==> config.mk <==
export PLATFORM = sky130hd
export DESIGN_NAME = vga_timing_gen
export DESIGN_NICKNAME = d
export VERILOG_FILES = /design/src/rtl/vga_timing_gen.sv
export SDC_FILE = /design/constraint.sdc
export NUM_CORES = 1
export LEC_CHECK = 0
export ABC_AREA = 1
export CAP_MARGIN = 20
export CELL_PAD_IN_SITES_DETAIL_PLACEMENT = 0
export CELL_PAD_IN_SITES_GLOBAL_PLACEMENT = 1
export CORE_MARGIN = 1.5
export CORE_UTILIZATION = 39
export DETAILED_ROUTE_END_ITERATION = 12
export PLACE_DENSITY_LB_ADDON = 0.1
export RECOVER_POWER = 25
export SLEW_MARGIN = 20
export SYNTH_ARGS = -nofsm -noshare
export SYNTH_HDL_FRONTEND = slang
export SYNTH_SLANG_ARGS = --single-unit
==> constraint.sdc <==
create_clock -name pix_clk -period 2.45 [get_ports pix_clk]
set_input_delay 0.245 -clock pix_clk [delete_from_list [all_inputs] [get_ports pix_clk]]
set_output_delay 0.245 -clock pix_clk [all_outputs]
set_load 0.01 [all_outputs]
==> src/rtl/vga_timing_gen.sv <==
// Parametrised VGA timing generator: front-porch/sync/back-porch mode parameters,
// selectable sync polarity, pixel clock-enable, registered outputs and strobes.
module vga_timing_gen #(
  parameter int H_ACTIVE  = 640,
  parameter int H_FP      = 16,
  parameter int H_SYNC    = 96,
  parameter int H_BP      = 48,
  parameter int V_ACTIVE  = 480,
  parameter int V_FP      = 10,
  parameter int V_SYNC    = 2,
  parameter int V_BP      = 33,
  parameter bit HSYNC_POL = 1'b0,
  parameter bit VSYNC_POL = 1'b0,
  parameter int CNT_W     = 12
) (
  input  logic             pix_clk,
  input  logic             rst_n,
  input  logic             en,
  output logic             hsync,
  output logic             vsync,
  output logic             vid_active,
  output logic [CNT_W-1:0] h_count,
  output logic [CNT_W-1:0] v_count,
  output logic [CNT_W-1:0] x,
  output logic [CNT_W-1:0] y,
  output logic             line_start,
  output logic             frame_start,
  output logic             frame_end
);

  localparam int H_TOTAL = H_ACTIVE + H_FP + H_SYNC + H_BP;
  localparam int V_TOTAL = V_ACTIVE + V_FP + V_SYNC + V_BP;

  typedef logic [CNT_W-1:0] cnt_t;

  localparam cnt_t H_LAST   = cnt_t'(H_TOTAL - 1);
  localparam cnt_t V_LAST   = cnt_t'(V_TOTAL - 1);
  localparam cnt_t H_ACT_C  = cnt_t'(H_ACTIVE);
  localparam cnt_t V_ACT_C  = cnt_t'(V_ACTIVE);
  localparam cnt_t H_SS     = cnt_t'(H_ACTIVE + H_FP);
  localparam cnt_t H_SE     = cnt_t'(H_ACTIVE + H_FP + H_SYNC);
  localparam cnt_t V_SS     = cnt_t'(V_ACTIVE + V_FP);
  localparam cnt_t V_SE     = cnt_t'(V_ACTIVE + V_FP + V_SYNC);
  localparam cnt_t H_FE     = cnt_t'(H_ACTIVE - 1);
  localparam cnt_t V_FE     = cnt_t'(V_ACTIVE - 1);

  generate
    if ((CNT_W < 1) || (CNT_W > 30) ||
        ((H_TOTAL - 1) > ((1 << CNT_W) - 1)) ||
        ((V_TOTAL - 1) > ((1 << CNT_W) - 1))) begin : g_bad_width
      $error("vga_timing_gen: CNT_W too small for H_TOTAL/V_TOTAL");
    end
    if ((H_ACTIVE < 1) || (H_SYNC < 1) || (V_ACTIVE < 1) || (V_SYNC < 1) ||
        (H_FP < 0) || (H_BP < 0) || (V_FP < 0) || (V_BP < 0)) begin : g_bad_mode
      $error("vga_timing_gen: illegal mode parameters");
    end
  endgenerate

  cnt_t h_q, v_q, h_d, v_d;
  cnt_t x_q, y_q;
  logic started_q;
  logic hsync_q, vsync_q, act_q, ls_q, fs_q, fe_q;
  logic hsync_d, vsync_d, act_d;

  // The first enabled edge after reset presents (0,0) instead of advancing.
  always_comb begin
    h_d = h_q;
    v_d = v_q;
    if (!started_q) begin
      h_d = '0;
      v_d = '0;
    end else if (h_q == H_LAST) begin
      h_d = '0;
      v_d = (v_q == V_LAST) ? '0 : v_q + cnt_t'(1);
    end else begin
      h_d = h_q + cnt_t'(1);
    end
  end

  always_comb begin
    hsync_d = ((h_d >= H_SS) && (h_d < H_SE)) ? HSYNC_POL : ~HSYNC_POL;
    vsync_d = ((v_d >= V_SS) && (v_d < V_SE)) ? VSYNC_POL : ~VSYNC_POL;
    act_d   = (h_d < H_ACT_C) && (v_d < V_ACT_C);
  end

  always_ff @(posedge pix_clk or negedge rst_n) begin
    if (!rst_n) begin
      h_q       <= '0;
      v_q       <= '0;
      x_q       <= '0;
      y_q       <= '0;
      started_q <= 1'b0;
      hsync_q   <= ~HSYNC_POL;
      vsync_q   <= ~VSYNC_POL;
      act_q     <= 1'b0;
      ls_q      <= 1'b0;
      fs_q      <= 1'b0;
      fe_q      <= 1'b0;
    end else if (en) begin
      h_q       <= h_d;
      v_q       <= v_d;
      x_q       <= act_d ? h_d : '0;
      y_q       <= act_d ? v_d : '0;
      started_q <= 1'b1;
      hsync_q   <= hsync_d;
      vsync_q   <= vsync_d;
      act_q     <= act_d;
      ls_q      <= (h_d == '0);
      fs_q      <= (h_d == '0) && (v_d == '0);
      fe_q      <= (h_d == H_FE) && (v_d == V_FE);
    end else begin
      // Strobes last exactly one enabled cycle; levels hold while en is low.
      ls_q <= 1'b0;
      fs_q <= 1'b0;
      fe_q <= 1'b0;
    end
  end

  assign hsync       = hsync_q;
  assign vsync       = vsync_q;
  assign vid_active  = act_q;
  assign h_count     = h_q;
  assign v_count     = v_q;
  assign x           = x_q;
  assign y           = y_q;
  assign line_start  = ls_q;
  assign frame_start = fs_q;
  assign frame_end   = fe_q;

endmodule

==> results.md, run 1 <==
* Post-DP HPWL at 6520 um
* Least-Margin Pin Slew at 1.77 ns
* Top cells by area, synth: dfrtp_1 41%, nand2_1 12%, nand3_1 6.0%
* Maximum clock frequency at 441 MHz
* Post-layout min period at 2.27 ns
* Post-synth cell types at 33
* Largest family of logic cells by synthesized area: simple AND/OR/NAND/NOR gates
* Failing checks: capacitance limit, slew limit
* RR Endpoint: x[8]$_DFFE_PN0P_
* Syn avg cell area at 7.64 um2
* Static Leak at 1.85 nW
* CP cell instances: ha_1 -> nand2_4 -> nor2_2 -> nand3_2 -> nand2_1 -> nand3_1 -> nor3_2 -> a21oi_1 -> nand2_2 -> buf_4 -> a21oi_2
* RSZ-0062 raised after global routing: false
* Core area at 8180 um2
* Required @ worst endpoint at 2.62 ns
* Share of the synthesized area in the top cell type at 40.6%
* Status: finished with violations
* Detailed Route Iter0 Violations at 127
* Clock share of power at 18.1%
* Placer Congestion at 0.897
* Post-Syn Instances at 428
* Area of the multi-input gates at 1630 um2
* First-pass iteration count of the detailed router at 4
* Filler cells at 836
* Diodes inserted at 0
* Post-synthesis mux area share at 0%
* Slew margin rel. at -18.0%
* WL per Instance at 14.8 um
* Register area at 1380 um2
* Layout cell share with drive strength beyond 1 at 14.9%
* Starting Density at 40.0%
* Top_reg_cell synth: dfrtp_1
* Xor/xnor share of the synthesized area at 1.07%
* Vias per inst at 5.01
* Gr busiest metal: met2
* Hold crit path type: input pin to register
* TritonCTS Sinks at 55
* Final Skew at 0.00691 ns
* Largest net degree at the start of global routing at 50
* Inst Count DP at 585
* P&R area growth vs syn at 24.0%
* Slowest Stage Delay on Critical Path at 0.41 ns
* Final hold vios at 0
* Total global-route track usage at 21.1%
* Post-route ant nets at 0
* CP arrival at 2.44 ns
* Syn nets at 434
* Worst path slowest cell: dfrtp_1
* Net Sw Frac at 39.6%
* Simple-gate share of the synthesized area at 35.0%
* Floorplan die width at 94.6 um
* Buffers on Ports at 56
* Design Power at 0.00292 W
* First-pass GRT wire length at 14600 um
* Crit start category: register
* Vias at 2977
* Max-slew violation count at 27
* Num rows at 33
* Synth Area in Adders at 1.15%
* # H-tree levels at 2
* Synth async-reset ratio at 100%
* Worst VDD drop at 436 uV
* Yosys warns at 0
* Met3 GRT Util at 2.98%
* Total Wirelength at 8780 um
* Number of setup violations in the final report at 0
* Logic pwr share at 40.0%
* Syn Std Cell Area at 3270 um2
* Die area at 8940 um2
* # DRC at 0
* CP max FO at 11
* Top Family by Delay on Critical Path: simple AND/OR/NAND/NOR gates
* Fin cells at 594
* Fin Setup TNS at 0 ns
* Nets at 494
* Setup crit end kind: register
* Complex-gate fraction of the synthesized area at 12.1%
* Worst r2r src: h_count[1]$_DFFE_PN0P_
* Met1 usage at 28.4%
* Number of synthesized flops with an enable pin at 0
* GR Overflow Total at 0
* Period Utilization, post-route at 92.5%
* Worst Setup SP: h_count[1]$_DFFE_PN0P_
* Flop pwr share at 41.9%
* Int Pwr at 0.00176 W
* Num CTS Buffers at 5
* Reg2reg path depth at 11
* CTS root buf: clkbuf_8
* Pwr/cell area at 719 nW/um2
* Buffer depth of the longest clock path at 2
* Cell taking the most area after synthesis: dfrtp_1
* # IOs at 57
* Die Y at 94.6 um
* Worst skew pair latency at 0.31 ns
* Top-count cell post-synth: nand2_1
* Total of max-cap violations at 1
* Synth top cells by count: 107 x nand2_1, 53 x dfrtp_1, 47 x inv_1
* Clock transition at the registers of the reported paths at 0.11 ns
* CTS tree: yes
* Register-to-register setup slack at 0.18 ns
* Met2 usage at 36.3%
* P_sw at 0.00115 W
* Initial antenna violation count at 0
* Crit Path Category: register to register
* Setup crit end: x[8]$_DFFE_PN0P_
* Vias in the first global route at 2929
* Seq cells post-synth at 55
* CP Depth at 11
* Buf+Inv Stages, Crit Path at 1
* Seq/Total Area, Yosys at 42.2%
## routing by layer
layer,share of wire (%),wire [um]
met1,48,4180
met4,0.80,70
met3,3.1,271
met5,0,0
met2,49,4260
## cells by family (layout without fill, tap and decap cells)
family,Yosys count,after routing
buffers and inverters,65,126
XOR/XNOR,4,4
flip-flops,55,55
adder cells (fa/ha/maj),3,3
AO/OA/AOI/OAI,59,59
AND/OR/NAND/NOR,242,242
## state kept, by name, summed over array words and instances (netlist names)
name,cells
v_count,12
line_start,1
frame_start,1
x,12
vid_active,1
y,12
h_count,12
hsync,1
vsync,1
frame_end,1
started_q,1
## stage by stage
step | instance area, um2 | setup slack, ns | util (%) | hold WS (ns)
after floorplan | 3270 | 0.434 | - | -0.0506
after global placement | 3950 | 0.185 | 48.3 | 0.337
after detailed placement | 3950 | 0.176 | 48.3 | 0.341
after CTS | 4050 | 0.154 | 49.5 | 0.284
after global routing | 4060 | 0.00903 | 49.6 | 0.338
final | 4060 | 0.185 | 49.6 | 0.317
## worst min-delay path by stage
stage	startpoint	slack (ns)	cells past startpoint	endpoint
finish	en	0.32	4	y[2]$_DFFE_PN0P_
global route	en	0.34	4	y[3]$_DFFE_PN0P_
CTS	en	0.28	4	y[2]$_DFFE_PN0P_
detailed placement	rst_n	0.34	1	x[4]$_DFFE_PN0P_
global placement	rst_n	0.34	1	x[4]$_DFFE_PN0P_
floorplan	rst_n	-0.05	0	frame_end$_DFF_PN0_
## placed cells by master, fill, tap and decap left out, drive strengths merged, types with 2 or more instances in the layout
| cell type | n |
|---|---|
| clkbuf | 8 |
| or2 | 2 |
| nand3b | 2 |
| nand4 | 14 |
| dfrtp | 53 |
| xor2 | 4 |
| a21oi | 16 |
| clkdlybuf4s50 | 54 |
| nor3 | 9 |
| ha | 3 |
| nand2 | 117 |
| inv | 53 |
| clkinv | 2 |
| nor2 | 56 |
| nand3 | 41 |
| buf | 7 |
| o21ai | 39 |
| dfstp | 2 |
| o21bai | 3 |
## tightest hold or removal path, cell delays in order
cell and delay [ns]:
clkbuf_1 0.10, inv_2 0.11, nand2_1 0.09, o21ai_2 0.05
## cell type report
class / instances / area share, %
Sequential cell: 55 / 34.0
Multi-Input combinational cell: 308 / 40.1
Clock inverter: 3 / 0.586
Inverter: 53 / 4.90
Tap cell: 105 / 3.24
Clock buffer: 5 / 1.70
Timing Repair Buffer: 65 / 15.5
## power groups by stage
stage	combinational [W]	clock [W]	sequential (W)
finish	0.00117	0.000528	0.00122
CTS	0.00117	0.000548	0.00122
global placement	0.00116	0	0.00124
floorplan	0.000634	0	0.00127
global route	0.00131	0.000579	0.00124
detailed placement	0.00117	0	0.00124
## what timing repair did
action,CTS,global route
setup buffers,0,0
setup endpoints to repair,0,20
hold buffers,1,0
hold endpoints to repair,23,0
resized for setup,0,3
Power figures use the tool's default switching activity.
==> inputs of run 2 (changes only) <==
GPL_ROUTABILITY_DRIVEN = 1   (was unset)
==> results of run 2 <==
The final DEF is identical to that of run 1; final timing and power are the same.
==> inputs of run 3 (changes only) <==
PLACE_DENSITY_LB_ADDON = 0.08   (was 0.1)
SKIP_LAST_GASP = 1   (was unset)
==> results.md, run 3 (synthesis gave the netlist of run 1 again) <==
* Final Skew at 0.00688 ns (was 0.00691 ns)
* First-pass GRT wire length at 14900 um (was 14600 um)
* Floorplan die width at 94.6 um (unchanged)
* Num CTS Buffers at 5 (unchanged)
* Worst skew pair latency at 0.31 ns (about the same)
* Maximum clock frequency at 447 MHz (was 441 MHz)
* Design Power at 0.00292 W (about the same)
* Die Y at 94.6 um (unchanged)
* # DRC at 0 (unchanged)
* Initial antenna violation count at 0 (unchanged)
* Placer Congestion at 0.920 (was 0.897)
* Flop pwr share at 41.7% (was 41.9%)
* Clock share of power at 17.9% (was 18.1%)
* Fin cells at 594 (unchanged)
* Starting Density at 40.0% (unchanged)
* WL per Instance at 15.1 um (was 14.8 um)
* Period Utilization, post-route at 91.2% (was 92.5%)
* Vias in the first global route at 2975 (was 2929)
* Post-route ant nets at 0 (unchanged)
* Int Pwr at 0.00176 W (about the same)
* Post-DP HPWL at 6740 um (was 6520 um)
* Most frequent cells in the layout: 107 x nand2_1, 54 x clkdlybuf4s50_1, 53 x dfrtp_1 (unchanged)
* Buffer depth of the longest clock path at 2 (unchanged)
* Vias at 2998 (was 2977)
* Worst VDD drop at 381 uV (was 436 uV)
* Clock transition at the registers of the reported paths at 0.10 ns (was 0.11 ns)
* Slew margin rel. at 18.1% (was -18.0%)
* Total Wirelength at 8980 um (was 8780 um)
* Nets at 494 (unchanged)
* Wl on met1 at 4210 um (was 4180 um)
* # IOs at 57 (unchanged)
* Total of max-cap violations at 0 (was 1)
* CP max FO at 20 (was 11)
* Largest net degree at the start of global routing at 50 (unchanged)
* Logic pwr share at 40.4% (was 40.0%)
* Static Leak at 1.85 nW (about the same)
* Layout cell share with drive strength beyond 1 at 14.7% (was 14.9%)
* Slowest Stage Delay on Critical Path at 0.41 ns (about the same)
* Num rows at 33 (unchanged)
* GR Overflow Total at 0 (unchanged)
* Die area at 8940 um2 (unchanged)
* Final hold vios at 0 (unchanged)
* P_sw at 0.00116 W (was 0.00115 W)
* Status: completed (was finished with violations)
* CP arrival at 2.43 ns (was 2.44 ns)
* Core area at 8180 um2 (unchanged)
* Diodes inserted at 0 (unchanged)
* Top sig layer: met4 (unchanged)
* Max-slew violation count at 0 (was 27)
* Crit Path Category: register to register (unchanged)
* Inst Count DP at 585 (unchanged)
* Commonest non-fill, non-tap cell in the layout: nand2_1 (unchanged)
* Post-layout min period at 2.24 ns (was 2.27 ns)
* Hold crit path type: input pin to register (unchanged)
* Setup crit end kind: register (unchanged)
* Pwr/cell area at 722 nW/um2 (was 719 nW/um2)
* CTS root buf: clkbuf_8 (unchanged)
* CP cell instances: ha_1 -> nand2_4 -> nor2_2 -> nand3_2 -> nand2_1 -> nand3_1 -> nor3_2 -> a21oi_1 -> nand2_2 -> buf_12 -> a21oi_2 (was ha_1 -> nand2_4 -> nor2_2 -> nand3_2 -> nand2_1 -> nand3_1 -> nor3_2 -> a21oi_1 -> nand2_2 -> buf_4 -> a21oi_2)
* Least-Margin Pin Slew at 1.23 ns (was 1.77 ns)
* CTS tree: yes (unchanged)
* P&R area growth vs syn at 23.8% (was 24.0%)
* Number of setup violations in the final report at 0 (unchanged)
* Crit start category: register (unchanged)
* First-pass iteration count of the detailed router at 4 (unchanged)
* Net Sw Frac at 39.7% (was 39.6%)
* Met2 WL at 4440 um (was 4260 um)
* RSZ-0062 raised after global routing: false (unchanged)
* Required @ worst endpoint at 2.64 ns (was 2.62 ns)
* Buffers on Ports at 56 (unchanged)
* Filler cells at 871 (was 836)
* Fin Setup TNS at 0 ns (unchanged)
* # H-tree levels at 2 (unchanged)
* Worst path slowest cell: dfrtp_1 (unchanged)
* Vias per inst at 5.05 (was 5.01)
* TritonCTS Sinks at 55 (unchanged)
* Top Family by Delay on Critical Path: simple AND/OR/NAND/NOR gates (unchanged)
* Buf+Inv Stages, Crit Path at 1 (unchanged)
* Routed length on met3 at 271 um (unchanged)
* Total global-route track usage at 21.7% (was 21.1%)
* Detailed Route Iter0 Violations at 138 (was 127)
[run 3: path summary, 6_finish.rpt]
path,start,to,slack (ns),cells after the start
worst min-delay path,en,h_count[2]$_DFFE_PN0P_,0.38,4
min in group asynchronous,rst_n,x[4]$_DFFE_PN0P_,0.70,2
worst max-delay path,h_count[1]$_DFFE_PN0P_,x[3]$_DFFE_PN0P_,0.21,11
worst min register to register,vid_active$_DFFE_PN0P_,vid_active$_DFFE_PN0P_,0.49,2
worst max register to register,h_count[1]$_DFFE_PN0P_,x[3]$_DFFE_PN0P_,0.21,11
max in group asynchronous,rst_n,vsync$_DFFE_PN1P_,0.51,3
[run 3: through the flow]
| stage | hold slack (ns) | setup WS [ns] | cell area [um2] | util (%) |
|---|---|---|---|---|
| 2_1_floorplan | -0.0506 | 0.434 | 3270 | - |
| 3_3_place_gp | 0.238 | 0.109 | 3950 | 48.3 |
| 3_5_place_dp | 0.244 | 0.145 | 3950 | 48.3 |
| 4_1_cts | 0.349 | 0.110 | 4040 | 49.4 |
| 5_1_grt | 0.411 | 0.000185 | 4050 | 49.5 |
| 6_report | 0.379 | 0.214 | 4050 | 49.5 |
[run 3: area by class of cell]
| cell class | count | area [um2] | area share, % |
|---|---|---|---|
| inverters | 53 | 199 | 4.91 |
| repair buffers | 65 | 631 | 15.6 |
| well taps | 105 | 131 | 3.24 |
| clock inverters | 3 | 18.8 | 0.464 |
| multi-input cells | 308 | 1620 | 40.0 |
| clock buffers | 5 | 68.8 | 1.70 |
| flip-flops and latches | 55 | 1380 | 34.1 |
[run 3: power by group through the flow]
stage / registers [W] / clock network [W] / logic [W]
2_1_floorplan: 0.00127 / 0 / 0.000634
3_3_place_gp: 0.00123 / 0 / 0.00118
3_5_place_dp: 0.00124 / 0 / 0.00118
4_1_cts: 0.00122 / 0.000530 / 0.00119
5_1_grt: 0.00125 / 0.000568 / 0.00131
6_report: 0.00122 / 0.000523 / 0.00118
[run 3: tightest hold or removal path, cell delays in order]
cell and delay [ns]:
clkbuf_1 0.10, inv_2 0.16, nand2_1 0.10, nand2_1 0.05
[run 3: layer usage]
metal,vias up,global-route usage (%)
met2,58,36.3
met3,7,2.82
met5,-,0
met1,1433,29.4
li1,1500,-
met4,0,5.60
[run 3: timing repair]
action / CTS / global route
setup buffers: 0 / 0
setup endpoints to repair: 0 / 20
endpoints found under the hold margin: 21 / 0
hold buffers: 1 / 0
gates resized for setup: 0 / 2
